==> src/rtl/uart_tx_fifo.sv <==
// UART transmitter with an input FIFO, runtime baud divisor, parity and stop-bit options.
// Each frame uses the configuration latched when its word leaves the FIFO. Frames run back-to-back while words remain queued.
module uart_tx_fifo #(
    parameter int BITS_DATA = 8,
    parameter int FIFO_LOG2 = 4,
    parameter int DIV_WIDTH = 16
) (
    input  logic                 sclk,
    input  logic                 reset,
    input  logic [DIV_WIDTH-1:0] cfg_div,
    input  logic [1:0]           cfg_parity,
    input  logic                 cfg_stop2,
    input  logic [BITS_DATA-1:0] axis_data,
    input  logic                 axis_valid,
    output logic                 axis_ready,
    output logic                 txd,
    output logic                 busy,
    output logic [FIFO_LOG2:0]   fifo_level
);
    localparam int LVL_W = FIFO_LOG2 + 1;
    localparam int DEPTH = 2 ** FIFO_LOG2;
    localparam logic [LVL_W-1:0] LVL_FULL = LVL_W'(DEPTH);
    localparam logic [3:0]       LAST_BIT = 4'(BITS_DATA - 1);

    typedef enum logic [2:0] {
        IDLE   = 3'd0,
        START  = 3'd1,
        DATA   = 3'd2,
        PARITY = 3'd3,
        STOP   = 3'd4
    } state_t;

    function automatic logic parity_bit(input logic [BITS_DATA-1:0] data, input logic [1:0] mode);
        logic p;
        case (mode)
            2'b01:   p = ~(^data);
            2'b10:   p = ^data;
            2'b11:   p = 1'b1;
            default: p = 1'b0;
        endcase
        return p;
    endfunction

    logic [BITS_DATA-1:0] mem_r [DEPTH];
    logic [FIFO_LOG2-1:0] wr_ptr_r;
    logic [FIFO_LOG2-1:0] rd_ptr_r;
    logic [LVL_W-1:0]     level_r;
    logic [LVL_W-1:0]     level_next_s;
    logic                 ready_r;
    logic                 busy_r;
    logic                 txd_r;

    state_t               state_r;
    state_t               state_next_s;
    logic [DIV_WIDTH-1:0] cnt_r;
    logic [3:0]           idx_r;
    logic [BITS_DATA-1:0] shift_r;
    logic [DIV_WIDTH-1:0] div_lat_r;
    logic [1:0]           par_lat_r;
    logic                 stop2_lat_r;
    logic                 par_bit_r;

    logic                 push_s;
    logic                 pop_s;
    logic                 empty_s;
    logic                 bit_end_s;
    logic                 tx_bit_s;
    logic [DIV_WIDTH-1:0] div_eff_s;
    logic [BITS_DATA-1:0] head_s;

    assign push_s    = axis_valid && ready_r;
    assign empty_s   = (level_r == {LVL_W{1'b0}});
    assign bit_end_s = (cnt_r == {DIV_WIDTH{1'b0}});
    assign head_s    = mem_r[rd_ptr_r];
    // A divisor of 0 would give a one-cycle bit; it is folded onto 1.
    assign div_eff_s = (cfg_div < DIV_WIDTH'(2)) ? DIV_WIDTH'(1) : cfg_div;

    assign axis_ready = ready_r;
    assign txd        = txd_r;
    assign busy       = busy_r;
    assign fifo_level = level_r;

    // FIFO level after this cycle's push/pop
    always_comb begin
        level_next_s = level_r;
        case ({push_s, pop_s})
            2'b10:   level_next_s = level_r + LVL_W'(1);
            2'b01:   level_next_s = level_r - LVL_W'(1);
            default: level_next_s = level_r;
        endcase
    end

    // FIFO storage; flushing is done through the pointers
    always_ff @(posedge sclk) begin
        if (push_s) begin
            mem_r[wr_ptr_r] <= axis_data;
        end
    end

    // FIFO pointers and level
    always_ff @(posedge sclk) begin
        if (reset) begin
            wr_ptr_r <= {FIFO_LOG2{1'b0}};
            rd_ptr_r <= {FIFO_LOG2{1'b0}};
            level_r  <= {LVL_W{1'b0}};
        end else begin
            if (push_s) begin
                wr_ptr_r <= wr_ptr_r + FIFO_LOG2'(1);
            end
            if (pop_s) begin
                rd_ptr_r <= rd_ptr_r + FIFO_LOG2'(1);
            end
            level_r <= level_next_s;
        end
    end

    // Frame sequencing: next state and FIFO pop
    always_comb begin
        state_next_s = state_r;
        pop_s        = 1'b0;
        case (state_r)
            IDLE: begin
                if (!empty_s) begin
                    pop_s        = 1'b1;
                    state_next_s = START;
                end else begin
                    state_next_s = IDLE;
                end
            end
            START: begin
                if (bit_end_s) begin
                    state_next_s = DATA;
                end else begin
                    state_next_s = START;
                end
            end
            DATA: begin
                if (bit_end_s && (idx_r == LAST_BIT)) begin
                    state_next_s = (par_lat_r != 2'b00) ? PARITY : STOP;
                end else begin
                    state_next_s = DATA;
                end
            end
            PARITY: begin
                if (bit_end_s) begin
                    state_next_s = STOP;
                end else begin
                    state_next_s = PARITY;
                end
            end
            STOP: begin
                // idx_r == 0 on the first of two stop bits
                if (bit_end_s && !(stop2_lat_r && (idx_r == 4'd0))) begin
                    if (!empty_s) begin
                        pop_s        = 1'b1;
                        state_next_s = START;
                    end else begin
                        state_next_s = IDLE;
                    end
                end else begin
                    state_next_s = STOP;
                end
            end
            default: begin
                state_next_s = IDLE;
            end
        endcase
    end

    // Line level for the bit currently being timed
    always_comb begin
        tx_bit_s = 1'b1;
        case (state_r)
            IDLE:    tx_bit_s = 1'b1;
            START:   tx_bit_s = 1'b0;
            DATA:    tx_bit_s = shift_r[0];
            PARITY:  tx_bit_s = par_bit_r;
            STOP:    tx_bit_s = 1'b1;
            default: tx_bit_s = 1'b1;
        endcase
    end

    // State register, bit timer, shifter and per-frame configuration latch
    always_ff @(posedge sclk) begin
        if (reset) begin
            state_r     <= IDLE;
            cnt_r       <= {DIV_WIDTH{1'b0}};
            idx_r       <= 4'd0;
            shift_r     <= {BITS_DATA{1'b0}};
            div_lat_r   <= {DIV_WIDTH{1'b0}};
            par_lat_r   <= 2'b00;
            stop2_lat_r <= 1'b0;
            par_bit_r   <= 1'b0;
        end else begin
            state_r <= state_next_s;
            if (pop_s) begin
                shift_r     <= head_s;
                div_lat_r   <= div_eff_s;
                par_lat_r   <= cfg_parity;
                stop2_lat_r <= cfg_stop2;
                par_bit_r   <= parity_bit(head_s, cfg_parity);
                cnt_r       <= div_eff_s;
                idx_r       <= 4'd0;
            end else if (bit_end_s && (state_r != IDLE)) begin
                cnt_r <= div_lat_r;
                if (state_r == DATA) begin
                    shift_r <= shift_r >> 1;
                    idx_r   <= (idx_r == LAST_BIT) ? 4'd0 : idx_r + 4'd1;
                end else if (state_r == STOP) begin
                    idx_r <= idx_r + 4'd1;
                end else begin
                    idx_r <= 4'd0;
                end
            end else if (state_r != IDLE) begin
                cnt_r <= cnt_r - DIV_WIDTH'(1);
            end
        end
    end

    // Registered outputs
    always_ff @(posedge sclk) begin
        if (reset) begin
            txd_r   <= 1'b1;
            busy_r  <= 1'b0;
            ready_r <= 1'b0;
        end else begin
            txd_r   <= tx_bit_s;
            busy_r  <= (level_next_s != {LVL_W{1'b0}}) || (state_next_s != IDLE);
            ready_r <= (level_next_s != LVL_FULL);
        end
    end
endmodule

==> config.mk <==
export PLATFORM = sky130hd
export DESIGN_NAME = uart_tx_fifo
export DESIGN_NICKNAME = d
export VERILOG_FILES = /design/src/rtl/uart_tx_fifo.sv
export SDC_FILE = /design/constraint.sdc
export NUM_CORES = 1
export LEC_CHECK = 0
export ABC_AREA = 1
export BUFFER_PORTS_ARGS = -buffer_cell sky130_fd_sc_hd__buf_4
export CORE_MARGIN = 2
export CORE_UTILIZATION = 30
export DETAILED_ROUTE_END_ITERATION = 8
export MAX_ROUTING_LAYER = met4
export PLACE_DENSITY = 0.52
export SLEW_MARGIN = 40
export SYNTH_ARGS = -nofsm -noshare
export SYNTH_HDL_FRONTEND = slang
export SYNTH_SLANG_ARGS = --single-unit
==> constraint.sdc <==
create_clock -name sclk -period 2.8 [get_ports sclk]
set_input_delay 0.84 -clock sclk [delete_from_list [all_inputs] [get_ports sclk]]
set_output_delay 0.84 -clock sclk [all_outputs]
set_load 0.05 [all_outputs]
# Word-level counts from Yosys, hierarchy flattened
# Memories as Yosys holds them, arrays and structs flattened. A register that Yosys moved wholly into a read port is not among the register bits.
# Index checks and enable logic that the tools add are counted.
word_totals:
  reg_bits: 67
  ramBits: 128
  n_memories: 1
classes:
  addsub: 6
  magnitude_cmp: 1
  eq_ne: 11
  mux: 27
  n_bitwise: 1
  reduce_logical: 21
memory_table:
  columns: ["name", "depth", "width", "rd", "rd_ports_with_merged_regs", "wr", "line_no", "source"]
  rows:
  - ["mem_r", 16, 8, 1, 1, 1, "44", "logic [BITS_DATA-1:0] mem_r [DEPTH];"]
op_table:
  columns: ["cell", "n"]
  rows:
  - ["2-to-1 mux 16 bit", 4]
  - ["2-to-1 mux 8 bit", 3]
  - ["2-to-1 mux 4 bit", 5]
  - ["zero test 16 bit", 1]
  - ["less-than comparator 16 x 2 -> 1 bit, second input constant", 1]
  - ["subtractor 16 x 1 -> 16 bit, second input constant", 1]
  - ["one-hot mux 3 bit (5 select lines)", 1]
  - ["adder 4 x 1 -> 4 bit, second input constant", 3]
  - ["2-to-1 mux 3 bit", 4]
  - ["one-hot mux 5 bit (2 select lines)", 1]
  - ["nonzero test 3 bit", 3]
  - ["parity 8 bit", 1]
  - ["== test 2 bit, second input constant", 3]
  - ["== test 3 x 2 -> 1 bit, second input constant", 2]
  - ["one-hot mux 1 bit (3 select lines)", 2]
  - ["nonzero test 2 bit", 3]
  - ["adder 5 x 1 -> 5 bit, second input constant", 1]
  - ["logical AND 1 bit", 5]
  - ["zero test 5 bit", 1]
  - ["2-to-1 mux 1 bit", 5]
  - ["inequality test 5 bit, second input constant", 1]
  - ["nonzero test 5 bit", 1]
  - ["subtractor 5 x 1 -> 5 bit, second input constant", 1]
  - ["== test 2 x 1 -> 1 bit, second input constant", 2]
  - ["other kinds (12)", 12]

# Logic depth before layout (Yosys ltp)
# Gate-level depths: netlist (run 1).
logic_depth:
  word_depth: 10
  ltp_mapped: 21

# Worst setup path after synthesis (run 1)
# No wires, ideal clock.
synth_path:
  path_type: "flip-flop to flip-flop"
  start: "register level_r[2] (netlist: fifo_level[2])"
  end: "register ready_r (netlist: axis_ready)"
  arrival_ns: 2.522
  required_time_ns: 2.672
  setup_slack_ns: 0.151
  path_stages_with_launch: 19
  period_less_slack_ns: 2.649
  path_cell_list: "dfxtp_1 -> inv_1 -> nand4_1 -> nand2_1 -> inv_1 -> nand2_2 -> inv_2 -> buf_4 -> buf_4 -> ha_1 -> a21oi_1 -> inv_1 -> nand2_1 -> nand3_1 -> o21ai_1 -> nor2_1 -> nand3_2 -> nor2_1 -> nor2_1"
synth_via:
  elab_chain_len: 7
synth_lines:
  columns: ["item", "line_no", "source"]
  rows:
  - ["start: declaration", "47", "logic [LVL_W-1:0] level_r;"]
  - ["start signal: assignment", "105", "level_r <= {LVL_W{1'b0}};"]
  - ["start signal: assignment", "113", "level_r <= level_next_s;"]
  - ["zero test 5 bit", "72", "assign empty_s = (level_r == {LVL_W{1'b0}});"]
  - ["2-to-1 mux 1 bit", "123, 154", null]
  - ["2-to-1 mux 1 bit", "153", "if (bit_end_s && !(stop2_lat_r && (idx_r == 4'd0))) begin"]
  - ["one-hot mux 1 bit (2 select lines)", "121", "case (state_r)"]
  - ["== test 2 x 1 -> 1 bit or == test 2 bit (tied branches)", "86", "case ({push_s, pop_s})"]
  - ["one-hot mux 5 bit (2 select lines) (*)", "86", null]
  - ["inequality test 5 bit (*)", "229", "ready_r <= (level_next_s != LVL_FULL);"]
  - ["end signal: assignment", "229", null]
  - ["end: declaration", "49", "logic ready_r;"]
# Every way passes the cells marked *; elsewhere a longest branch is shown, timed or not.
# A chain may end at the register's enable or synchronous reset.

# Worst setup path in the final report (run 1)
layout_path:
  start: "register cnt_r[0]"
  end: "register ready_r (netlist: axis_ready)"
layout_via:
  elab_chain_len: 7
layout_lines:
  columns: ["item", "line_no", "source"]
  rows:
  - ["start: declaration", "55", "logic [DIV_WIDTH-1:0] cnt_r;"]
  - ["start signal: assignment", "187", "cnt_r <= {DIV_WIDTH{1'b0}};"]
  - ["start signal: assignment", "202", "cnt_r <= div_eff_s;"]
  - ["start signal: assignment", "205", "cnt_r <= div_lat_r;"]
  - ["zero test 16 bit (*)", "73", "assign bit_end_s = (cnt_r == {DIV_WIDTH{1'b0}});"]
  - ["logical AND 1 bit (*)", "153", null]
  - ["2-to-1 mux 1 bit (*)", "153", null]
  - ["one-hot mux 1 bit (2 select lines) (*)", "121", null]
  - ["== test 2 x 1 -> 1 bit or == test 2 bit (tied branches)", "86", null]
  - ["one-hot mux 5 bit (2 select lines) (*)", "86", null]
  - ["inequality test 5 bit (*)", "229", null]
# Marks and branches as above.

==> flow_summary.rst, run 1 <==
.. list-table::
   :header-rows: 1

   * - Metric
     - Value
   * - Starting DRT DRC Count
     - 502
   * - Die Width
     - 178 um
   * - Initial Util
     - 30.5%
   * - Full die area
     - 31,500 um2
   * - Critical path endpoint category
     - flip-flop
   * - Count of boundary I/O pins
     - 38
   * - Transition time at the pin with the least slew margin
     - 0.825 ns
   * - Area of the multi-input gates
     - 2990 um2
   * - Cell-by-cell listing of the critical path
     - inv_1 -> ha_1 -> nand2_1 -> nor2_2 -> nand3_2 -> nand2_4 -> nand3_2 -> nand2_1 -> nand2_1 -> ha_1 -> a21oi_1 -> nand3_1 -> nand3_1 -> o21ai_1 -> nor2_1 -> nand3_2 -> nor2_1 -> nor2_1
   * - Final #Nets
     - 1,048
   * - Total Routed Length
     - 20.7 mm
   * - Post-synthesis async set-or-reset flop share
     - 0%
   * - CTS Sinks
     - 199
   * - Post-DP HPWL
     - 14.0 mm
   * - Data required time at the worst endpoint
     - 3.12 ns
   * - Synthesized flop and latch total
     - 199
   * - Peak fanout along the critical path
     - 6
   * - Number of buffers and inverters on the critical path
     - 1
   * - Final setup vio count
     - 0
   * - Startpoint of the worst-slack reg-to-reg timing path
     - cnt_r[0]
   * - # H-tree levels
     - 4
   * - Count of final hold-check violations
     - 0
   * - Number of buffers on the longest clock path
     - 2
   * - End point of the most critical hold path
     - div_lat_r[12]
   * - Average footprint of a synthesized cell
     - 9.41 um2
   * - Routability Congestion
     - 0.774
   * - Maxcap violations
     - 0
   * - Leakage power
     - 0.00406 uW
   * - Crit path max-delay cell type
     - dfxtp_1
   * - Area added between synthesis and finish
     - 15.5%
   * - Arr. time, crit path
     - 2.77 ns
   * - Area of the core region
     - 29,600 um2
   * - Setup ws final
     - 0.351 ns
   * - Post-Place Worst Slack
     - 0.324 ns
   * - Placement Cell Area
     - 9850 um2
   * - Count of inserted antenna diode cells
     - 0
   * - Worst hold path startpoint
     - div_lat_r[12]
   * - Design Area, Final
     - 10,400 um2
   * - Average via count per standard cell
     - 4.72
   * - Antenna viol nets, final
     - 0
   * - Initial antenna violation count
     - 0
   * - Peak VDD IR
     - 0.000544 V
   * - Worst min path class
     - reg2reg
   * - Final critical-path required period
     - 2.45 ns
   * - Worst hold slack across all endpoints
     - 0.466 ns
   * - First-pass GRT wire length
     - 33.4 mm
   * - Category of the most critical setup path
     - reg2reg
   * - Setup Fix Bufs, Post-CTS
     - 0
   * - Syn Nets
     - 1,001
   * - Clock transition at the register clock pins on the worst setup and hold paths after CTS
     - 0.07 ns
   * - Setup tns final
     - 0 ns
   * - Final Cycle Share
     - 87.5%
   * - Element type at the critical path start
     - flip-flop
   * - Result of the run
     - finished, final reports clean
   * - Post-synth EDFFs
     - 128
   * - Pin count of the biggest net entering global routing
     - 61
   * - Delay-heaviest family, CP
     - simple AND/OR/NAND/NOR gates
   * - Number of core rows
     - 63
   * - CTS tree
     - yes
   * - Total global routing overflow
     - 0
   * - Final worst clock skew
     - 0.0132 ns
   * - Number of library cell types mapped by synthesis
     - 45
   * - Gate count after technology mapping
     - 960
   * - Number of remaining DRC errors
     - 0
   * - Count of filler cells inserted in the layout
     - 3,104
   * - Total number of vias
     - 6,651
   * - CTS Hold Bufs
     - 0
   * - Number of global-route vias before repair
     - 6,311
   * - Critical path's largest stage delay
     - 0.31 ns
   * - Clk_lat worst skew
     - 0.44 ns
   * - Count of instances resized after the clock tree is built
     - 0
   * - Achievable frequency
     - 0.408 GHz
   * - Count of warnings emitted by yosys
     - 0
   * - Cell area after synthesis
     - 9030 um2
   * - Sequential standard cell area
     - 5270 um2
   * - Core Util, Final
     - 35.2%
   * - Buffer cell driving the clock tree root
     - clkbuf_16
   * - Slew Limit Fails
     - 0
   * - Y dimension of the die
     - 178 um
   * - Share of synthesized area occupied by flip-flops and latches
     - 58.3%
   * - Total CTS buffers
     - 17
   * - Main flop type after synthesis
     - edfxtp_1
   * - Detailed-routing iteration count for the pre-antenna-repair pass
     - 6
   * - RSZ-0062 raised after global routing
     - no
   * - Max transition margin
     - 45.0%
   * - Pwr/cell area
     - 977 nW/um2
   * - Worst flop-to-flop path endpoint
     - axis_ready
   * - Cell depth of the worst hold path
     - 2
   * - Global-route total usage across every layer
     - 14.1%
   * - Count of cells along the worst register-to-register path
     - 18
   * - Avg WL per Cell
     - 14.7 um
   * - Worst R2R Setup Slack
     - 0.35 ns
   * - Number of buffers added on ports
     - 37
   * - Ratio of cells with drive above 1 in the final layout
     - 12.9%
cell type report:
cell class,count,share of cell area (%)
clock buffers,18,4.11
flip-flops and latches,199,50.5
well taps,390,4.68
repair buffers,70,5.28
multi-input cells,572,28.6
clock inverters,14,1.50
inverters,147,5.29
routing by layer:
| layer | up-vias | routed length [um] | global-route usage (%) |
|---|---|---|---|
| li1 | 3368 | - | - |
| met2 | 90 | 9490 | 21.4 |
| met3 | 13 | 551 | 2.25 |
| met1 | 3180 | 10500 | 19.2 |
| met4 | 0 | 192 | 4.23 |
| met5 | - | 0 | - |
layout by cell type (no fill, tap or decap), drive strengths merged, types with 12 or more instances in the layout:
master    n
a21oi    51
buf      70
clkbuf   18
dfxtp    71
edfxtp  128
inv     153
nand2   181
nand3    78
nor2     67
o211ai   53
o21ai    62
o22ai    12
worst reg2reg max path, cell delays in order, from the launching register on:
cell and delay, ns:
dfxtp_1 0.31, inv_1 0.12, ha_1 0.20, nand2_1 0.07
nor2_2 0.14, nand3_2 0.12, nand2_4 0.11, nand3_2 0.13
nand2_1 0.09, nand2_1 0.08, ha_1 0.19, a21oi_1 0.15
nand3_1 0.10, nand3_1 0.08, o21ai_1 0.08, nor2_1 0.12
nand3_2 0.09, nor2_1 0.10, nor2_1 0.04
power by group:
| part | switching [uW] | leakage, uW | internal, uW |
|---|---|---|---|
| Clock | 1200 | 0.000283 | 1270 |
| Sequential | 237 | 0.00174 | 3480 |
| Combinational | 2670 | 0.00204 | 1350 |
| Total | 4100 | 0.00406 | 6090 |
how the worst max path moves through the flow:
stage | startpoint | endpoint | slack [ns] | cells past startpoint
floorplan | fifo_level[2] | axis_ready | 0.15 | 18
global placement | axis_valid | axis_ready | 0.36 | 14
detailed placement | axis_valid | busy | 0.32 | 14
CTS | cnt_r[0] | axis_ready | 0.35 | 18
global route | cnt_r[0] | axis_ready | 0.06 | 18
finish | cnt_r[0] | axis_ready | 0.35 | 18
cell usage after synthesis, types with 3 or more instances:
cell type	count	area, um2
clkbuf_1	15	56.3
nor2_1	61	229
nand2_2	6	37.5
inv_1	139	522
o221ai_1	4	35.0
nand2_1	174	653
inv_2	7	26.3
o21ai_1	4	20.0
dfxtp_1	71	1420
o22ai_1	12	75.1
buf_4	4	30.0
ha_1	11	138
buf_6	5	56.3
buf_2	16	80.1
a31oi_1	9	56.3
xnor2_1	4	35.0
nor3_1	4	20.0
nor2_2	5	31.3
nand4_1	11	68.8
o211ai_1	52	390
a211oi_1	3	22.5
nand3_1	73	365
xor2_1	6	52.6
nor4_1	3	18.8
edfxtp_1	128	3840
nand3_2	5	50.1
o21ai_0	58	290
a21oi_1	51	255
cells by family (layout without fill, tap and decap cells):
| logic type | Yosys count | count (layout) | share of synthesized area [%] |
|---|---|---|---|
| flip-flops | 199 | 199 | 58.3 |
| AND/OR/NAND/NOR | 347 | 347 | 16.8 |
| AO/OA/AOI/OAI | 204 | 204 | 13.7 |
| adder cells (fa/ha/maj) | 11 | 11 | 1.52 |
| buffers and inverters | 189 | 249 | 8.66 |
| XOR/XNOR | 10 | 10 | 0.970 |
state kept, by name, indices dropped and copies added, names as in the netlist, named ones only:
name	flops
stop2_lat_r	1
axis_ready	1
busy	1
rd_ptr_r	4
wr_ptr_r	4
idx_r	4
shift_r	8
mem_r	128
txd	1
cnt_r	16
par_bit_r	1
par_lat_r	2
fifo_level	5
div_lat_r	16
state_r	3
stage by stage:
| step | std cells | power (uW) |
|---|---|---|
| after floorplan | 960 | 6800 |
| after global placement | 1378 | 7790 |
| after detailed placement | 1378 | 7800 |
| after CTS | 1410 | 10300 |
| after global routing | 1410 | 11000 |
| final | 1410 | 10200 |
Power figures use the tool's default switching activity.
==> inputs of run 2 (changes only) <==
--- a/config.mk
+++ b/config.mk
@@ -7,8 +7,10 @@
 export LEC_CHECK = 0
 export ABC_AREA = 1
 export BUFFER_PORTS_ARGS = -buffer_cell sky130_fd_sc_hd__buf_4
-export CORE_MARGIN = 2
+export CAP_MARGIN = 20
+export CORE_MARGIN = 3
 export CORE_UTILIZATION = 30
+export CTS_BUF_LIST = sky130_fd_sc_hd__clkbuf_16
 export DETAILED_ROUTE_END_ITERATION = 8
 export MAX_ROUTING_LAYER = met4
 export PLACE_DENSITY = 0.52
==> run 2 against run 1 <==
Against the previous run:
- sequential power increased by 1%
- cell count is 0.35% lower
- critical path type unchanged
- largest power group unchanged
- clock skew grew 0.0059 ns
- worst hold slack gained 0.0024 ns
- total power down 0.71%
- combinational power down 3%
- cell area about the same
- clock power about the same
- worst setup slack improved by 0.014 ns
- critical path depth shrank 2
==> flow_summary.rst, run 2 (synthesized netlist as in run 1, its figures left out) <==
.. list-table::
   :header-rows: 1

   * - Metric
     - Value
   * - Ratio of cells with drive above 1 in the final layout
     - 13.0%
   * - Result of the run
     - finished, final reports clean
   * - Initial antenna violation count
     - 0
   * - Area added between synthesis and finish
     - 15.6%
   * - Number of buffers on the longest clock path
     - 2
   * - Peak VDD IR
     - 0.000551 V
   * - CTS Hold Bufs
     - 0
   * - RSZ-0062 raised after global routing
     - no
   * - Routability Congestion
     - 0.797
   * - Y dimension of the die
     - 180 um
   * - Pin count of the biggest net entering global routing
     - 40
   * - Worst hold slack across all endpoints
     - 0.468 ns
   * - Final setup vio count
     - 0
   * - Combinational power share
     - 38.7%
   * - Highest-count cells in the layout ignoring fill and taps
     - nand2_1, inv_1, edfxtp_1, nand3_1
   * - Number of remaining DRC errors
     - 0
   * - Leakage power
     - 0.00408 uW
   * - Slew Limit Fails
     - 0
   * - Total number of vias
     - 6,607
   * - Final worst clock skew
     - 0.0190 ns
   * - Number of global-route vias before repair
     - 6,258
   * - Buffer cell driving the clock tree root
     - clkbuf_16
   * - Worst min path class
     - reg2reg
   * - Average via count per standard cell
     - 4.70
   * - Data required time at the worst endpoint
     - 3.12 ns
   * - Largest regs
     - mem_r (128), cnt_r (16), div_lat_r (16)
   * - Arr. time, crit path
     - 2.75 ns
   * - Met3 track demand over resource in global routing
     - 2.06%
   * - Avg WL per Cell
     - 14.6 um
   * - Final Cycle Share
     - 87.0%
   * - CTS tree
     - yes
   * - Initial Util
     - 31.0%
   * - Peak fanout along the critical path
     - 6
   * - Design Area, Final
     - 10,400 um2
   * - Achievable frequency
     - 0.411 GHz
   * - Fraction of power consumed by sequential logic
     - 37.2%
   * - Int Pwr
     - 6040 uW
   * - Most flops, register
     - mem_r
   * - Count of boundary I/O pins
     - 38
   * - Sw frac
     - 40.3%
   * - Area of the core region
     - 29,200 um2
   * - Clk_lat worst skew
     - 0.44 ns
   * - Count of inserted antenna diode cells
     - 0
   * - Final #Nets
     - 1,049
   * - Detailed-routing iteration count for the pre-antenna-repair pass
     - 4
   * - Post-DP HPWL
     - 14.1 mm
   * - Total global routing overflow
     - 0
   * - Critical path endpoint category
     - flip-flop
   * - Full die area
     - 32,200 um2
   * - Count of final hold-check violations
     - 0
   * - Element type at the critical path start
     - flip-flop
   * - Total Routed Length
     - 20.5 mm
   * - Max transition margin
     - 48.3%
   * - First-pass GRT wire length
     - 33.4 mm
   * - Transition time at the pin with the least slew margin
     - 0.774 ns
   * - Fraction of met2 tracks used by global routing
     - 19.8%
   * - Pwr/cell area
     - 969 nW/um2
   * - CTS Sinks
     - 199
   * - Category of the most critical setup path
     - reg2reg
   * - Starting DRT DRC Count
     - 430
   * - Number of buffers added on ports
     - 37
   * - Proportion of power drawn by the clock network
     - 24.2%
   * - Die Width
     - 180 um
   * - Total CTS buffers
     - 17
   * - Most Crowded Layer GR
     - met2
   * - Number of core rows
     - 62
   * - Count of instances resized after the clock tree is built
     - 0
   * - Clock transition at the register clock pins on the worst setup and hold paths after CTS
     - 0.08 ns
   * - Setup tns final
     - 0 ns
   * - Global-route total usage across every layer
     - 13.1%
   * - Sw Pwr
     - 4080 uW
   * - Setup Fix Bufs, Post-CTS
     - 0
   * - Most common cell after layout, fill and taps aside
     - nand2_1
   * - Maxcap violations
     - 0
   * - Worst R2R Setup Slack
     - 0.36 ns
   * - Max FFs per register
     - 128
   * - Met1 Track Usage GR
     - 18.4%
   * - Antenna viol nets, final
     - 0
   * - Core Util, Final
     - 35.8%
   * - # H-tree levels
     - 4
   * - Final critical-path required period
     - 2.44 ns
   * - Placement Cell Area
     - 9850 um2
## run 2: routing by layer
metal | wire, um | share of wire, % | vias to the layer above
li1 | - | - | 3373
met1 | 10500 | 51 | 3138
met2 | 9270 | 45 | 78
met3 | 475 | 2.3 | 18
met4 | 220 | 1.1 | 0
met5 | 0 | 0 | -
## run 2: area by class of cell
type	count	area, um2
fillers	3000	18700
clock buffers	17	425
clock inverters	15	170
flip-flops and latches	199	5270
well taps	384	480
repair buffers	71	558
inverters	147	552
multi-input cells	572	2990
## run 2: critical path, stage by stage (launching register included)
cell	delay, ns
dfxtp_1	0.31
inv_1	0.12
ha_1	0.19
nand2_1	0.07
nor2_2	0.15
nand3_2	0.11
nand2_4	0.11
nand3_2	0.12
nand2_1	0.09
nand2_1	0.08
ha_1	0.27
o21ai_0	0.23
nand2_1	0.09
nor2_1	0.13
nand3_2	0.09
nor2_1	0.11
nor2_1	0.04
## run 2: worst paths after layout
path	start	to	cells past startpoint
hold / removal	div_lat_r[2]	div_lat_r[2]	2
setup reg to reg	cnt_r[0]	busy	16
setup / recovery	cnt_r[0]	busy	16
hold reg to reg	div_lat_r[2]	div_lat_r[2]	2
## run 2: power groups by stage
| stage | logic (uW) | clock network, uW | registers [uW] |
|---|---|---|---|
| global route | 4490 | 2630 | 3810 |
| CTS | 3950 | 2520 | 3760 |
| floorplan | 2980 | 0 | 3820 |
| finish | 3910 | 2450 | 3760 |
| detailed placement | 3940 | 0 | 3820 |
| global placement | 3910 | 0 | 3820 |
## run 2: metrics by stage
stage	total power, uW	setup slack (ns)	cells
CTS	10200	0.354	1405
global route	10900	0.0815	1405
global placement	7730	0.256	1373
floorplan	6800	0.151	960
detailed placement	7760	0.251	1373
finish	10100	0.364	1405
==> inputs of run 3 (changes only) <==
--- a/config.mk
+++ b/config.mk
@@ -9,11 +9,11 @@
 export BUFFER_PORTS_ARGS = -buffer_cell sky130_fd_sc_hd__buf_4
 export CAP_MARGIN = 20
 export CORE_MARGIN = 3
-export CORE_UTILIZATION = 30
+export CORE_UTILIZATION = 55
 export CTS_BUF_LIST = sky130_fd_sc_hd__clkbuf_16
 export DETAILED_ROUTE_END_ITERATION = 8
 export MAX_ROUTING_LAYER = met4
-export PLACE_DENSITY = 0.52
+export PLACE_DENSITY = 0.79
 export SLEW_MARGIN = 40
 export SYNTH_ARGS = -nofsm -noshare
 export SYNTH_HDL_FRONTEND = slang
==> run 3 against run 2 <==
Against the previous run:
- worst setup slack lost 0.065 ns
- register-to-register slack got worse by 0.07 ns
- routed wire length decreased by 7.2%
- cell count fell by 13%
- combinational power about the same
- cell area down 2.0%
- non-clock buffer count decreased by 6
- largest power group unchanged
==> flow_summary.rst, run 3 (synthesized netlist as in run 1, its figures left out) <==
.. list-table::
   :header-rows: 1

   * - Metric
     - Value
   * - Clock transition at the register clock pins on the worst setup and hold paths after CTS
     - 0.07 ns
   * - Category of the most critical setup path
     - reg2reg
   * - Peak VDD IR
     - 0.000835 V
   * - Count of final hold-check violations
     - 0
   * - Critical path depth
     - 18
   * - Final #Nets
     - 1,043
   * - Area added between synthesis and finish
     - 13.2%
   * - Die Width
     - 134 um
   * - Number of buffers on the longest clock path
     - 2
   * - Delay-heaviest family, CP
     - simple AND/OR/NAND/NOR gates
   * - Result of the run
     - finished, final reports clean
   * - Y dimension of the die
     - 134 um
   * - Count of boundary I/O pins
     - 38
   * - Total Power
     - 10,300 uW
   * - Inst Count DP
     - 1,199
   * - Routability Congestion
     - 0.844
   * - Number of core rows
     - 46
   * - Starting DRT DRC Count
     - 661
   * - Avg WL per Cell
     - 15.5 um
   * - Setup Fix Bufs, Post-CTS
     - 0
   * - Cell depth of the worst hold path
     - 2
   * - Ratio of cells with drive above 1 in the final layout
     - 12.3%
   * - Achievable frequency
     - 0.400 GHz
   * - Count of filler cells inserted in the layout
     - 1,256
   * - Count of cells along the worst register-to-register path
     - 18
   * - First-pass GRT wire length
     - 31.7 mm
   * - Most common cell after layout, fill and taps aside
     - nand2_1
   * - Number of buffers and inverters on the critical path
     - 1
   * - Total global routing overflow
     - 0
   * - Number of remaining DRC errors
     - 0
   * - Buffer cell driving the clock tree root
     - clkbuf_16
   * - Highest-count cells in the layout ignoring fill and taps
     - nand2_1, inv_1, edfxtp_1, nand3_1, dfxtp_1
   * - Final setup vio count
     - 0
   * - Final Cycle Share
     - 89.3%
   * - Leakage power
     - 0.00406 uW
   * - Final instance count without filler cells
     - 1,229
   * - CTS Sinks
     - 199
   * - Cell-by-cell listing of the critical path
     - inv_1 -> ha_1 -> nand2_1 -> nor2_2 -> nand3_2 -> nand2_4 -> nand3_2 -> nand2_1 -> nand2_1 -> ha_1 -> a21oi_1 -> nand3_1 -> nand3_1 -> o21ai_1 -> nor2_1 -> nand3_2 -> nor2_1 -> nor2_1
   * - Global-route total usage across every layer
     - 22.8%
   * - Final critical-path required period
     - 2.50 ns
   * - Total Routed Length
     - 19.0 mm
   * - Max transition margin
     - 49.3%
   * - Initial antenna violation count
     - 0
   * - Average via count per standard cell
     - 5.54
   * - Pwr/cell area
     - 1010 nW/um2
   * - # H-tree levels
     - 4
   * - Maxcap violations
     - 0
   * - Post-DP HPWL
     - 12.4 mm
   * - Largest regs
     - mem_r (128), cnt_r (16), div_lat_r (16)
   * - Antenna viol nets, final
     - 0
   * - Max FFs per register
     - 128
   * - Element type at the critical path start
     - flip-flop
   * - Total number of vias
     - 6,808
   * - Total CTS buffers
     - 17
   * - Peak fanout along the critical path
     - 6
   * - Number of buffers added on ports
     - 37
   * - Worst min path class
     - reg2reg
   * - Count of inserted antenna diode cells
     - 0
   * - Crit path max-delay cell type
     - dfxtp_1
   * - Clk_lat worst skew
     - 0.43 ns
   * - Data required time at the worst endpoint
     - 3.11 ns
   * - Most flops, register
     - mem_r
   * - Detailed-routing iteration count for the pre-antenna-repair pass
     - 5
   * - CTS tree
     - yes
   * - Pin count of the biggest net entering global routing
     - 49
   * - CTS Hold Bufs
     - 0
   * - Count of instances resized after the clock tree is built
     - 0
   * - Full die area
     - 18,000 um2
   * - Critical path's largest stage delay
     - 0.31 ns
   * - Transition time at the pin with the least slew margin
     - 0.760 ns
   * - Initial Util
     - 56.5%
   * - Number of global-route vias before repair
     - 6,541
   * - Arr. time, crit path
     - 2.81 ns
   * - Final worst clock skew
     - 0.00762 ns
   * - Critical path endpoint category
     - flip-flop
   * - Slew Limit Fails
     - 0
   * - Area of the core region
     - 16,000 um2
==> run 3: cell count changes in the layout (fill, tap and decap cells not counted), sizes merged <==
cell / previous run / this run
inv: 156 / 151
clkinv: 6 / 5
buf: 71 / 65
bufinv: 0 / 4
==> run 3: cell type report <==
| type | count | area, um2 | share of cell area (%) |
|---|---|---|---|
| Clock buffer | 17 | 425 | 4.16 |
| Clock inverter | 13 | 196 | 1.92 |
| Inverter | 147 | 553 | 5.41 |
| Multi-Input combinational cell | 572 | 2990 | 29.2 |
| Sequential cell | 199 | 5270 | 51.5 |
| Tap cell | 216 | 270 | 2.64 |
| Timing Repair Buffer | 65 | 526 | 5.14 |
==> run 3: metrics by stage <==
stage	cell area (um2)	hold slack (ns)	setup WS, ns	util [%]	setup TNS [ns]
after CTS	10200	0.468	0.240	63.9	0
final	10200	0.468	0.299	63.9	0
after detailed placement	9600	0.457	0.211	60.0	0
after global routing	10200	0.489	-0.0404	63.9	-0.0404
after global placement	9600	0.453	0.297	60.0	0
after floorplan	9030	0.426	0.151	-	0
==> run 3: worst paths after layout <==
kind | startpoint | end | slack [ns]
setup / recovery | cnt_r[0] | axis_ready | 0.30
hold reg to reg | div_lat_r[9] | div_lat_r[9] | 0.47
hold / removal | div_lat_r[9] | div_lat_r[9] | 0.47
setup reg to reg | cnt_r[0] | axis_ready | 0.30
==> run 3: power breakdown <==
part	leakage, uW	switching, uW	internal (uW)
Sequential	0.00174	300	3480
Combinational	0.00202	2580	1360
Clock	0.000307	1080	1500
Total	0.00406	3960	6340
==> run 3: worst reg2reg max path, stage by stage, from the launching register on <==
cell and delay [ns]:
dfxtp_1 0.31, inv_1 0.12, ha_1 0.20, nand2_1 0.08, nor2_2 0.14, nand3_2 0.10
nand2_4 0.11, nand3_2 0.13, nand2_1 0.08, nand2_1 0.07, ha_1 0.18, a21oi_1 0.20
nand3_1 0.11, nand3_1 0.10, o21ai_1 0.08, nor2_1 0.12, nand3_2 0.09, nor2_1 0.11
nor2_1 0.05
==> run 3: layer usage <==
| metal | vias up | GRT usage, % | part of all wire, % |
|---|---|---|---|
| li1 | 3365 | - | - |
| met1 | 3194 | 29.8 | 44 |
| met2 | 215 | 36.6 | 48 |
| met3 | 34 | 4.09 | 5.4 |
| met4 | 0 | 7.35 | 2.0 |
| met5 | - | - | 0 |
